`src/rtl/image_ctrl_pkg.sv`:
```
// Shared constants and FSM state types for the ImageController AXI4 slave front-end.
// Offsets are 16-byte word indices, i.e. address bits [11:4].
package image_ctrl_pkg;

   localparam logic [7:0] OFS_WRITE_FIFO   = 8'h00;
   localparam logic [7:0] OFS_FLUSH        = 8'h01;
   localparam logic [7:0] OFS_SIZE         = 8'h02;
   localparam logic [7:0] OFS_DONE         = 8'h03;
   localparam logic [7:0] OFS_BUFFER       = 8'h04;
   localparam logic [7:0] OFS_NEW_IMAGE    = 8'h05;
   localparam logic [7:0] OFS_DEASSERT_IRQ = 8'h06;

   localparam logic [1:0] RESP_OKAY   = 2'b00;
   localparam logic [1:0] RESP_SLVERR = 2'b10;

   typedef enum logic [1:0] {WR_IDLE, WR_DATA, WR_RESP} wr_state_e;
   typedef enum logic {RD_IDLE, RD_DATA} rd_state_e;

   function automatic logic ofs_known(input logic [7:0] ofs);
      return ofs <= OFS_DEASSERT_IRQ;
   endfunction

endpackage

```
`src/rtl/image_ctrl_axi_rd.sv`:
```
// Read channel of the ImageController AXI4 slave: single-beat status reads.
//   state   | meaning
//   RD_IDLE | waiting for arvalid; arready is high for the accepting cycle
//   RD_DATA | rdata/rresp held with rvalid and rlast until rready
module image_ctrl_axi_rd
   import image_ctrl_pkg::*;
#(
   parameter logic [38:0] BASE_ADDR = 39'h00_A001_0000,
   parameter int          ID_W      = 17,
   parameter int          DATA_W    = 128
) (
   input  logic              s_axi_aclk,
   input  logic              s_axi_areset,
   input  logic [38:0]       araddr,
   input  logic [ID_W-1:0]   arid,
   input  logic              arvalid,
   output logic              arready,
   output logic [DATA_W-1:0] rdata,
   output logic [ID_W-1:0]   rid,
   output logic [1:0]        rresp,
   output logic              rlast,
   output logic              rvalid,
   input  logic              rready,
   input  logic [31:0]       image_width,
   input  logic [31:0]       image_height,
   input  logic              irq_signal
);

   rd_state_e         rd_state_q, rd_state_d;
   logic [DATA_W-1:0] rdata_q, rdata_d;
   logic [ID_W-1:0]   rid_q, rid_d;
   logic [1:0]        rresp_q, rresp_d;
   logic              rvalid_q, rvalid_d;
   logic              base_ok;
   logic              unused_rd;

   assign unused_rd = ^araddr[3:0];
   assign base_ok   = (araddr[38:12] == BASE_ADDR[38:12]);
   assign arready   = !s_axi_areset && (rd_state_q == RD_IDLE) && arvalid;

   always_comb begin
      rd_state_d = rd_state_q;
      rdata_d    = rdata_q;
      rid_d      = rid_q;
      rresp_d    = rresp_q;
      rvalid_d   = rvalid_q;
      case (rd_state_q)
         RD_IDLE: begin
            if (arready) begin
               rd_state_d = RD_DATA;
               rvalid_d   = 1'b1;
               rid_d      = arid;
               rdata_d    = '0;
               rresp_d    = RESP_OKAY;
               if (!base_ok) begin
                  rresp_d = RESP_SLVERR;
               end else begin
                  case (araddr[11:4])
                     OFS_SIZE:         rdata_d = {{(DATA_W-64){1'b0}}, image_height, image_width};
                     OFS_DEASSERT_IRQ: rdata_d = {{(DATA_W-1){1'b0}}, irq_signal};
                     default:          rresp_d = RESP_SLVERR;
                  endcase
               end
            end
         end
         RD_DATA: begin
            if (rready) begin
               rvalid_d   = 1'b0;
               rd_state_d = RD_IDLE;
            end
         end
         default: rd_state_d = RD_IDLE;
      endcase
   end

   always_ff @(posedge s_axi_aclk) begin
      if (s_axi_areset) begin
         rd_state_q <= RD_IDLE;
         rdata_q    <= '0;
         rid_q      <= '0;
         rresp_q    <= RESP_OKAY;
         rvalid_q   <= 1'b0;
      end else begin
         rd_state_q <= rd_state_d;
         rdata_q    <= rdata_d;
         rid_q      <= rid_d;
         rresp_q    <= rresp_d;
         rvalid_q   <= rvalid_d;
      end
   end

   assign rdata  = rdata_q;
   assign rid    = rid_q;
   assign rresp  = rresp_q;
   assign rvalid = rvalid_q;
   assign rlast  = rvalid_q;

endmodule

```
`src/rtl/image_ctrl_axi_slave.sv`:
```
// AXI4 slave front-end of the ImageController: decodes single-beat writes into
// FIFO/buffer strobes and command pulses, owns image size and the new-image IRQ.
//   state   | meaning
//   WR_IDLE | waiting for awvalid; awready high for the accepting cycle
//   WR_DATA | address latched; wready unless the target FIFO/buffer is full
//   WR_RESP | bvalid held with latched id until bready
module image_ctrl_axi_slave
   import image_ctrl_pkg::*;
#(
   parameter logic [38:0] BASE_ADDR = 39'h00_A001_0000,
   parameter int          ID_W      = 17,
   parameter int          DATA_W    = 128
) (
   input  logic                s_axi_aclk,
   input  logic                s_axi_areset,
   input  logic [38:0]         awaddr,
   input  logic [ID_W-1:0]     awid,
   input  logic [7:0]          awlen,
   input  logic [2:0]          awsize,
   input  logic                awvalid,
   output logic                awready,
   input  logic [DATA_W-1:0]   wdata,
   input  logic [DATA_W/8-1:0] wstrb,
   input  logic                wlast,
   input  logic                wvalid,
   output logic                wready,
   output logic [ID_W-1:0]     bid,
   output logic [1:0]          bresp,
   output logic                bvalid,
   input  logic                bready,
   input  logic [38:0]         araddr,
   input  logic [ID_W-1:0]     arid,
   input  logic                arvalid,
   output logic                arready,
   output logic [DATA_W-1:0]   rdata,
   output logic [ID_W-1:0]     rid,
   output logic [1:0]          rresp,
   output logic                rlast,
   output logic                rvalid,
   input  logic                rready,
   output logic                fifo_wr_en,
   output logic [DATA_W-1:0]   fifo_din,
   input  logic                fifo_full,
   output logic                flush_fifo,
   output logic [31:0]         image_width,
   output logic [31:0]         image_height,
   output logic                data_done,
   output logic                buf_wr_en,
   output logic [DATA_W-1:0]   buf_din,
   input  logic                buf_full,
   input  logic                image_change,
   output logic                irq_signal
);

   wr_state_e         wr_state_q, wr_state_d;
   logic [7:0]        ofs_q, ofs_d;
   logic [ID_W-1:0]   awid_q, awid_d;
   logic              wr_err_q, wr_err_d;
   logic              burst_q, burst_d;
   logic              bvalid_q, bvalid_d;
   logic [1:0]        bresp_q, bresp_d;
   logic [ID_W-1:0]   bid_q, bid_d;
   logic              fifo_wr_en_q, fifo_wr_en_d;
   logic [DATA_W-1:0] fifo_din_q, fifo_din_d;
   logic              buf_wr_en_q, buf_wr_en_d;
   logic [DATA_W-1:0] buf_din_q, buf_din_d;
   logic              flush_q, flush_d;
   logic              done_q, done_d;
   logic [31:0]       width_q, width_d;
   logic [31:0]       height_q, height_d;
   logic              irq_q, irq_d;
   logic              wr_blocked, w_hs, wr_ok, irq_set, irq_clr;
   logic              unused_wr;

   assign unused_wr = ^{awsize, wstrb, awaddr[3:0]};

   // Back-pressure only applies to decodable single-beat writes to a full target.
   assign wr_blocked = !wr_err_q &&
                       (((ofs_q == OFS_WRITE_FIFO) && fifo_full) ||
                        ((ofs_q == OFS_BUFFER) && buf_full));
   assign awready = !s_axi_areset && (wr_state_q == WR_IDLE) && awvalid;
   assign wready  = !s_axi_areset && (wr_state_q == WR_DATA) && !wr_blocked;
   assign w_hs    = wready && wvalid;
   assign wr_ok   = w_hs && !wr_err_q;
   assign irq_set = image_change || (wr_ok && (ofs_q == OFS_NEW_IMAGE));
   assign irq_clr = wr_ok && (ofs_q == OFS_DEASSERT_IRQ);

   always_comb begin
      wr_state_d   = wr_state_q;
      ofs_d        = ofs_q;
      awid_d       = awid_q;
      wr_err_d     = wr_err_q;
      burst_d      = burst_q;
      bvalid_d     = bvalid_q;
      bresp_d      = bresp_q;
      bid_d        = bid_q;
      fifo_wr_en_d = 1'b0;
      fifo_din_d   = fifo_din_q;
      buf_wr_en_d  = 1'b0;
      buf_din_d    = buf_din_q;
      flush_d      = 1'b0;
      done_d       = 1'b0;
      width_d      = width_q;
      height_d     = height_q;
      irq_d        = irq_set ? 1'b1 : (irq_clr ? 1'b0 : irq_q);

      case (wr_state_q)
         WR_IDLE: begin
            if (awready) begin
               wr_state_d = WR_DATA;
               ofs_d      = awaddr[11:4];
               awid_d     = awid;
               burst_d    = (awlen != 8'd0);
               wr_err_d   = (awaddr[38:12] != BASE_ADDR[38:12]) ||
                            !ofs_known(awaddr[11:4]) || (awlen != 8'd0);
            end
         end
         WR_DATA: begin
            if (w_hs && (!burst_q || wlast)) begin
               wr_state_d = WR_RESP;
               bvalid_d   = 1'b1;
               bresp_d    = wr_err_q ? RESP_SLVERR : RESP_OKAY;
               bid_d      = awid_q;
            end
         end
         WR_RESP: begin
            if (bready) begin
               bvalid_d   = 1'b0;
               wr_state_d = WR_IDLE;
            end
         end
         default: wr_state_d = WR_IDLE;
      endcase

      if (wr_ok) begin
         case (ofs_q)
            OFS_WRITE_FIFO: begin
               fifo_wr_en_d = 1'b1;
               fifo_din_d   = wdata;
            end
            OFS_FLUSH: flush_d = 1'b1;
            OFS_SIZE: begin
               width_d  = wdata[31:0];
               height_d = wdata[63:32];
            end
            OFS_DONE: done_d = 1'b1;
            OFS_BUFFER: begin
               buf_wr_en_d = 1'b1;
               buf_din_d   = wdata;
            end
            default: ;
         endcase
      end
   end

   always_ff @(posedge s_axi_aclk) begin
      if (s_axi_areset) begin
         wr_state_q   <= WR_IDLE;
         ofs_q        <= '0;
         awid_q       <= '0;
         wr_err_q     <= 1'b0;
         burst_q      <= 1'b0;
         bvalid_q     <= 1'b0;
         bresp_q      <= RESP_OKAY;
         bid_q        <= '0;
         fifo_wr_en_q <= 1'b0;
         fifo_din_q   <= '0;
         buf_wr_en_q  <= 1'b0;
         buf_din_q    <= '0;
         flush_q      <= 1'b0;
         done_q       <= 1'b0;
         width_q      <= '0;
         height_q     <= '0;
         irq_q        <= 1'b0;
      end else begin
         wr_state_q   <= wr_state_d;
         ofs_q        <= ofs_d;
         awid_q       <= awid_d;
         wr_err_q     <= wr_err_d;
         burst_q      <= burst_d;
         bvalid_q     <= bvalid_d;
         bresp_q      <= bresp_d;
         bid_q        <= bid_d;
         fifo_wr_en_q <= fifo_wr_en_d;
         fifo_din_q   <= fifo_din_d;
         buf_wr_en_q  <= buf_wr_en_d;
         buf_din_q    <= buf_din_d;
         flush_q      <= flush_d;
         done_q       <= done_d;
         width_q      <= width_d;
         height_q     <= height_d;
         irq_q        <= irq_d;
      end
   end

   assign bvalid       = bvalid_q;
   assign bresp        = bresp_q;
   assign bid          = bid_q;
   assign fifo_wr_en   = fifo_wr_en_q;
   assign fifo_din     = fifo_din_q;
   assign buf_wr_en    = buf_wr_en_q;
   assign buf_din      = buf_din_q;
   assign flush_fifo   = flush_q;
   assign data_done    = done_q;
   assign image_width  = width_q;
   assign image_height = height_q;
   assign irq_signal   = irq_q;

   image_ctrl_axi_rd #(
      .BASE_ADDR (BASE_ADDR),
      .ID_W      (ID_W),
      .DATA_W    (DATA_W)
   ) u_rd (
      .s_axi_aclk   (s_axi_aclk),
      .s_axi_areset (s_axi_areset),
      .araddr       (araddr),
      .arid         (arid),
      .arvalid      (arvalid),
      .arready      (arready),
      .rdata        (rdata),
      .rid          (rid),
      .rresp        (rresp),
      .rlast        (rlast),
      .rvalid       (rvalid),
      .rready       (rready),
      .image_width  (width_q),
      .image_height (height_q),
      .irq_signal   (irq_q)
   );

endmodule

```
`config.mk`:
```
export PLATFORM = sky130hd
export DESIGN_NAME = image_ctrl_axi_slave
export DESIGN_NICKNAME = d
export VERILOG_FILES = /design/src/rtl/image_ctrl_pkg.sv /design/src/rtl/image_ctrl_axi_rd.sv /design/src/rtl/image_ctrl_axi_slave.sv
export SDC_FILE = /design/constraint.sdc
export NUM_CORES = 1
export LEC_CHECK = 0
export ABC_CLOCK_PERIOD_IN_PS = 5100
export BUFFER_PORTS_ARGS = -buffer_cell sky130_fd_sc_hd__buf_2
export CELL_PAD_IN_SITES_DETAIL_PLACEMENT = 0
export CELL_PAD_IN_SITES_GLOBAL_PLACEMENT = 2
export CORE_AREA = 5 5 300 302
export DETAILED_ROUTE_END_ITERATION = 7
export DIE_AREA = 0 0 305 307
export PLACE_DENSITY = 0.67
export SLEW_MARGIN = 20
export SYNTH_ARGS = -nofsm -noshare
export SYNTH_HDL_FRONTEND = slang
export SYNTH_SLANG_ARGS = --single-unit
```
`constraint.sdc`:
```
create_clock -name s_axi_aclk -period 5.1 [get_ports s_axi_aclk]
set_input_delay 0.51 -clock s_axi_aclk [delete_from_list [all_inputs] [get_ports s_axi_aclk]]
set_output_delay 0.51 -clock s_axi_aclk [all_outputs]
set_load 0.05 [all_outputs]
```
Yosys cells after proc, flatten, opt, wreduce, memory -nomap -nowiden
Cells that the tools add are included.
{ "totals": {"output_inout_bits": 497, "ff_bits": 523} }
{ "classes": {"n_eq_ne": 17, "bitwise": 2, "muxes": 24, "magnitude_cmp": 1, "reduce_logical": 40} }
{ "ops": {"columns": ["operator", "n"], "rows": [
  ["$mux 128", 1],
  ["$pmux 64 s2", 1],
  ["$eq 8x3->1 const B", 4],
  ["$eq 27x20->1 const B", 1],
  ["$ne 27x20->1 const B", 1],
  ["$eq 8x2->1 const B", 3],
  ["$logic_and 1x1->1", 14],
  ["$reduce_and 2->1", 7],
  ["$mux 1", 12],
  ["$mux 2", 6],
  ["$eq 8x1->1 const B", 1],
  ["$le 8x3->1 const B", 1],
  ["$logic_not 8->1", 1],
  ["$ne 2x2->1 const B", 4],
  ["$reduce_bool 8->1", 1],
  ["$pmux 1 s2", 3],
  ["$pmux 2 s3", 1],
  ["$reduce_and 3->1", 2],
  ["$logic_not 1->1", 5],
  ["$logic_or 1x1->1", 5],
  ["$reduce_bool 2->1", 2],
  ["$reduce_or 2->1", 2],
  ["$eq 2x1->1 const B", 1],
  ["$eq 2x2->1 const B", 1],
  ["3 further kinds", 4]
]} }

Depth between registers and ports, before layout
{ "logic_depth": {"word_depth": 11, "depth_mapped": 8, "depth_no_buf": 4} }

By module
From an unflattened synthesis, not the netlist that was laid out.
{ "hier_totals": {"hier_cells": 1965, "hier_area_um2": 16410.7} }
{ "modules_own_cells": {"columns": ["mod", "area_each_um2", "seq_area_each_um2", "instances", "cells_per_inst"], "rows": [
  ["image_ctrl_axi_slave", 13073.8, 7467.2, 1, 1651],
  ["image_ctrl_axi_rd", 3337.0, 1681.6, 1, 314]
]} }

Least setup slack after synthesis
No wires, ideal clock.
{ "synth_path": {"kind": "input to output", "startpoint": "input buf_full", "endpoint": "output wready", "n_path_buf": 1, "setup_slack_ns": 1.816, "arrival_time_ns": 2.774, "t_required_ns": 4.590, "cell_stages": 4, "cell_sequence": "mux2_2 -> and4_1 -> clkbuf_1 -> nor4b_1"} }
{ "synth_via": {"elab_chain_cells": 5} }
{ "synth_rtl": {"columns": ["item", "line_no", "text"], "rows": [
  ["from (decl)", "image_ctrl_axi_slave.sv:50", "input logic buf_full,"],
  ["$logic_and 1x1->1", "image_ctrl_axi_slave.sv:80", "((ofs_q == OFS_BUFFER) && buf_full));"],
  ["$logic_or 1x1->1", "image_ctrl_axi_slave.sv:79", "(((ofs_q == OFS_WRITE_FIFO) && fifo_full) ||"],
  ["$logic_and 1x1->1", "image_ctrl_axi_slave.sv:78", "assign wr_blocked = !wr_err_q &&"],
  ["$logic_not 1->1", "image_ctrl_axi_slave.sv:82", "assign wready = !s_axi_areset && (wr_state_q == WR_DATA) && !wr_blocked;"],
  ["$logic_and 1x1->1", "image_ctrl_axi_slave.sv:82", null],
  ["to (decl)", "image_ctrl_axi_slave.sv:26", "output logic wready,"]
]} }
Every way passes these cells.

Worst setup path in the final report
{ "layout_path": {"startpoint": "register wr_err_q", "endpoint": "output wready"} }
{ "layout_via": {"elab_chain_cells": 4} }
{ "layout_rtl": {"columns": ["item", "line_no", "text"], "rows": [
  ["from (decl)", "image_ctrl_axi_slave.sv:58", "logic wr_err_q, wr_err_d;"],
  ["from (signal assigned)", "image_ctrl_axi_slave.sv:179", "wr_err_q <= wr_err_d;"],
  ["$logic_not 1->1", "image_ctrl_axi_slave.sv:78", null],
  ["$logic_and 1x1->1", "image_ctrl_axi_slave.sv:78", null],
  ["$logic_not 1->1", "image_ctrl_axi_slave.sv:82", null],
  ["$logic_and 1x1->1", "image_ctrl_axi_slave.sv:82", null]
]} }
Every way passes these cells.

==> impl_metrics.ini <==
[status]
status = completed

[finish]
syn2layout_area_growth_pct = 33.9
layout.cells.most_common = buf_2
fin_area_sq_um = 23400
final_cell_mix = 680 x buf_2, 474 x nand2_1, 457 x dfxtp_1
layout.cells.non_filler = 3667
final_util_pct = 26.8
nets = 2734
seq_area_sq_um = 9150
multi_input_area_sq_um = 7310
drive_gt1_share_pct = 37.5
fill_cells = 9577

[run]
cap_violations = 0

[route]
first_pass_iters = 6
drt_wl_total_microns = 71200
num_vias = 15700
ant_nets = 0
viasPerCell = 4.29
drt_iter0_drc = 896
remaining_drc_errors = 0
wl_per_cell_microns = 19.4

[critical_path]
end_kind = output port
cpMaxStageDelayCell = and4_1
start_kind = flop
worstPathMaxFanout = 20
slowest_delay_ps = 780
required_ps = 4590
rrSetupSlack_ps = 2550
crit_path_cell_trace = nor4_4, and4_1, nor4b_1, buf_2
critPathKind = flop to output port
worstPathArrival_ps = 2660

[global_routing]
grt_pass1_vias = 15600
met1_usage_pct = 16.5
antenna_found_initial = 10
grt-ovfl-total = 0
busiest_layer = met2
track_usage_pct = 14.1
grt_pass1_wl_microns = 104000
use_met3_pct = 4.81
grt_util_met2_pct = 24.0
grt_max_degree = 149

[place]
dp_slack_ps = 1980
place_inst = 3566
io_buffers = 681
routabilityCongestion = 0.826
placed_area_sq_um = 21600
dp_hpwl_microns = 51600

[timing]
worst_slack_ps = 1930
fin_setup_tns_ps = 0
period_share_pct = 62.2
hold_viol = 0
hold_slack_ps = 131
setup_viol_count_final = 0
clock_skew_ps = 22.1
maxSlewHeadroom_pct = 29.2
period_needed_ps = 3170
drv_slew = 0
worstMarginPinSlew_ps = 1060
grt_setup_unrepaired = no
fmax_ghz = 0.315

[floorplan]
ioPinCount = 775
dieArea_sq_um = 93600
std_cell_rows = 109
start_util_pct = 20.0
die_w_microns = 305
core_area_sq_um = 87400
die_h_microns = 307

[power_and_ir_drop]
max-vdd-ir-drop_v = 0.000201
p_total_mw = 8.15
p_leak_nw = 10.1
powerDensity_nw_per_um2 = 348

[clocking]
cts_htree_levels = 2
cts_root_buf = clkbuf_16
post_cts_buffers = 0
cts_buffers = 53
cts_resized = 0
cts_tree = built
clock_latency_ps = 590
clk_pin_slew_ps = 60
cts_buffer_depth = 3
clock_sinks = 457
hold_buffers = 0

[yosys]
synth-seq-cells = 457
yosys_warnings = 0
synth-edff-count = 0
synth-seq-area-share_pct = 52.3
synthesis.area_sq_um = 17500
synthFlopType = dfxtp_1
synth.distinct_cells = 44
synth-async-reset-ratio_pct = 0
synthCells = 1857
syn_avg_cell_area_sq_um = 9.42

[min_path]
hold_class = input port to flop
## report_power, final
group	internal (mW)	total, mW	switching (mW)	leakage, nW
Sequential	3.61	3.64	0.0279	3.69
Clock	2.33	3.89	1.56	0.876
Combinational	0.154	0.620	0.466	5.50
## logic make-up after synthesis
family          synth area share (%)
compound gates                  16.9
buf+inv                         7.38
flops                           52.3
mux                            0.122
other cells                   0.0214
simple gates                    23.2
## critical path: cells and delay by family, from the launching register on
kind                   cells  cell delay (ps)
buffers and inverters      1              260
and+or+nand+nor            3             1470
DFF                        1              360
## layout make-up
cell class                      count  area share (%)
Sequential cell                   457            39.1
Clock buffer                       79            6.73
Antenna cell                        6          0.0641
Inverter                            4          0.0855
Timing Repair Buffer              703            15.7
Multi-Input combinational cell   1237            31.2
Clock inverter                     16           0.860
Tap cell                         1165            6.23
## state kept, by name (all words and copies together) (netlist names), 2 cells and up
name	cells
awid_q	17
image_height	32
bid	17
fifo_din	128
buf_din	128
ofs_q	8
wr_state_q	2
u_rd.rdata	64
u_rd.rid	17
image_width	32
## final timing paths
check,start,end,cells past startpoint
max,wr_err_q,wready,4
min,wdata[111],fifo_din[111],3
min reg2reg,fifo_din[99],fifo_din[99],2
max reg2reg,u_rd.rd_state_q,u_rd.rdata[57],6
## per-layer routing
metal  wire length (microns)  vias up
met2                   34100      592
met1                   28300     7487
met3                    6140      125
met4                    2590        8
met5                      48        -
li1                        -     7515
## cell usage after synthesis (2+ instances only)
| cell | number | area (sq um) |
|---|---|---|
| a211oi_1 | 2 | 15.0 |
| a21oi_1 | 205 | 1030 |
| a22o_1 | 63 | 552 |
| a31o_1 | 102 | 893 |
| a31o_2 | 26 | 228 |
| a31oi_1 | 2 | 12.5 |
| and4_1 | 3 | 26.3 |
| buf_1 | 14 | 52.6 |
| buf_2 | 39 | 195 |
| buf_4 | 71 | 533 |
| buf_6 | 16 | 180 |
| clkbuf_1 | 84 | 315 |
| dfxtp_1 | 457 | 9150 |
| inv_1 | 3 | 11.3 |
| nand2_1 | 474 | 1780 |
| nand3_1 | 51 | 255 |
| nand3b_1 | 2 | 15.0 |
| nand4_1 | 10 | 62.6 |
| nor2_1 | 12 | 45.0 |
| nor3_1 | 2 | 10.0 |
| nor3b_1 | 18 | 135 |
| nor3b_2 | 112 | 1400 |
| nor4_1 | 19 | 119 |
| nor4b_1 | 12 | 105 |
| o21ai_0 | 37 | 185 |
| or2_2 | 3 | 18.8 |
(Power assumes the default switching activity.)
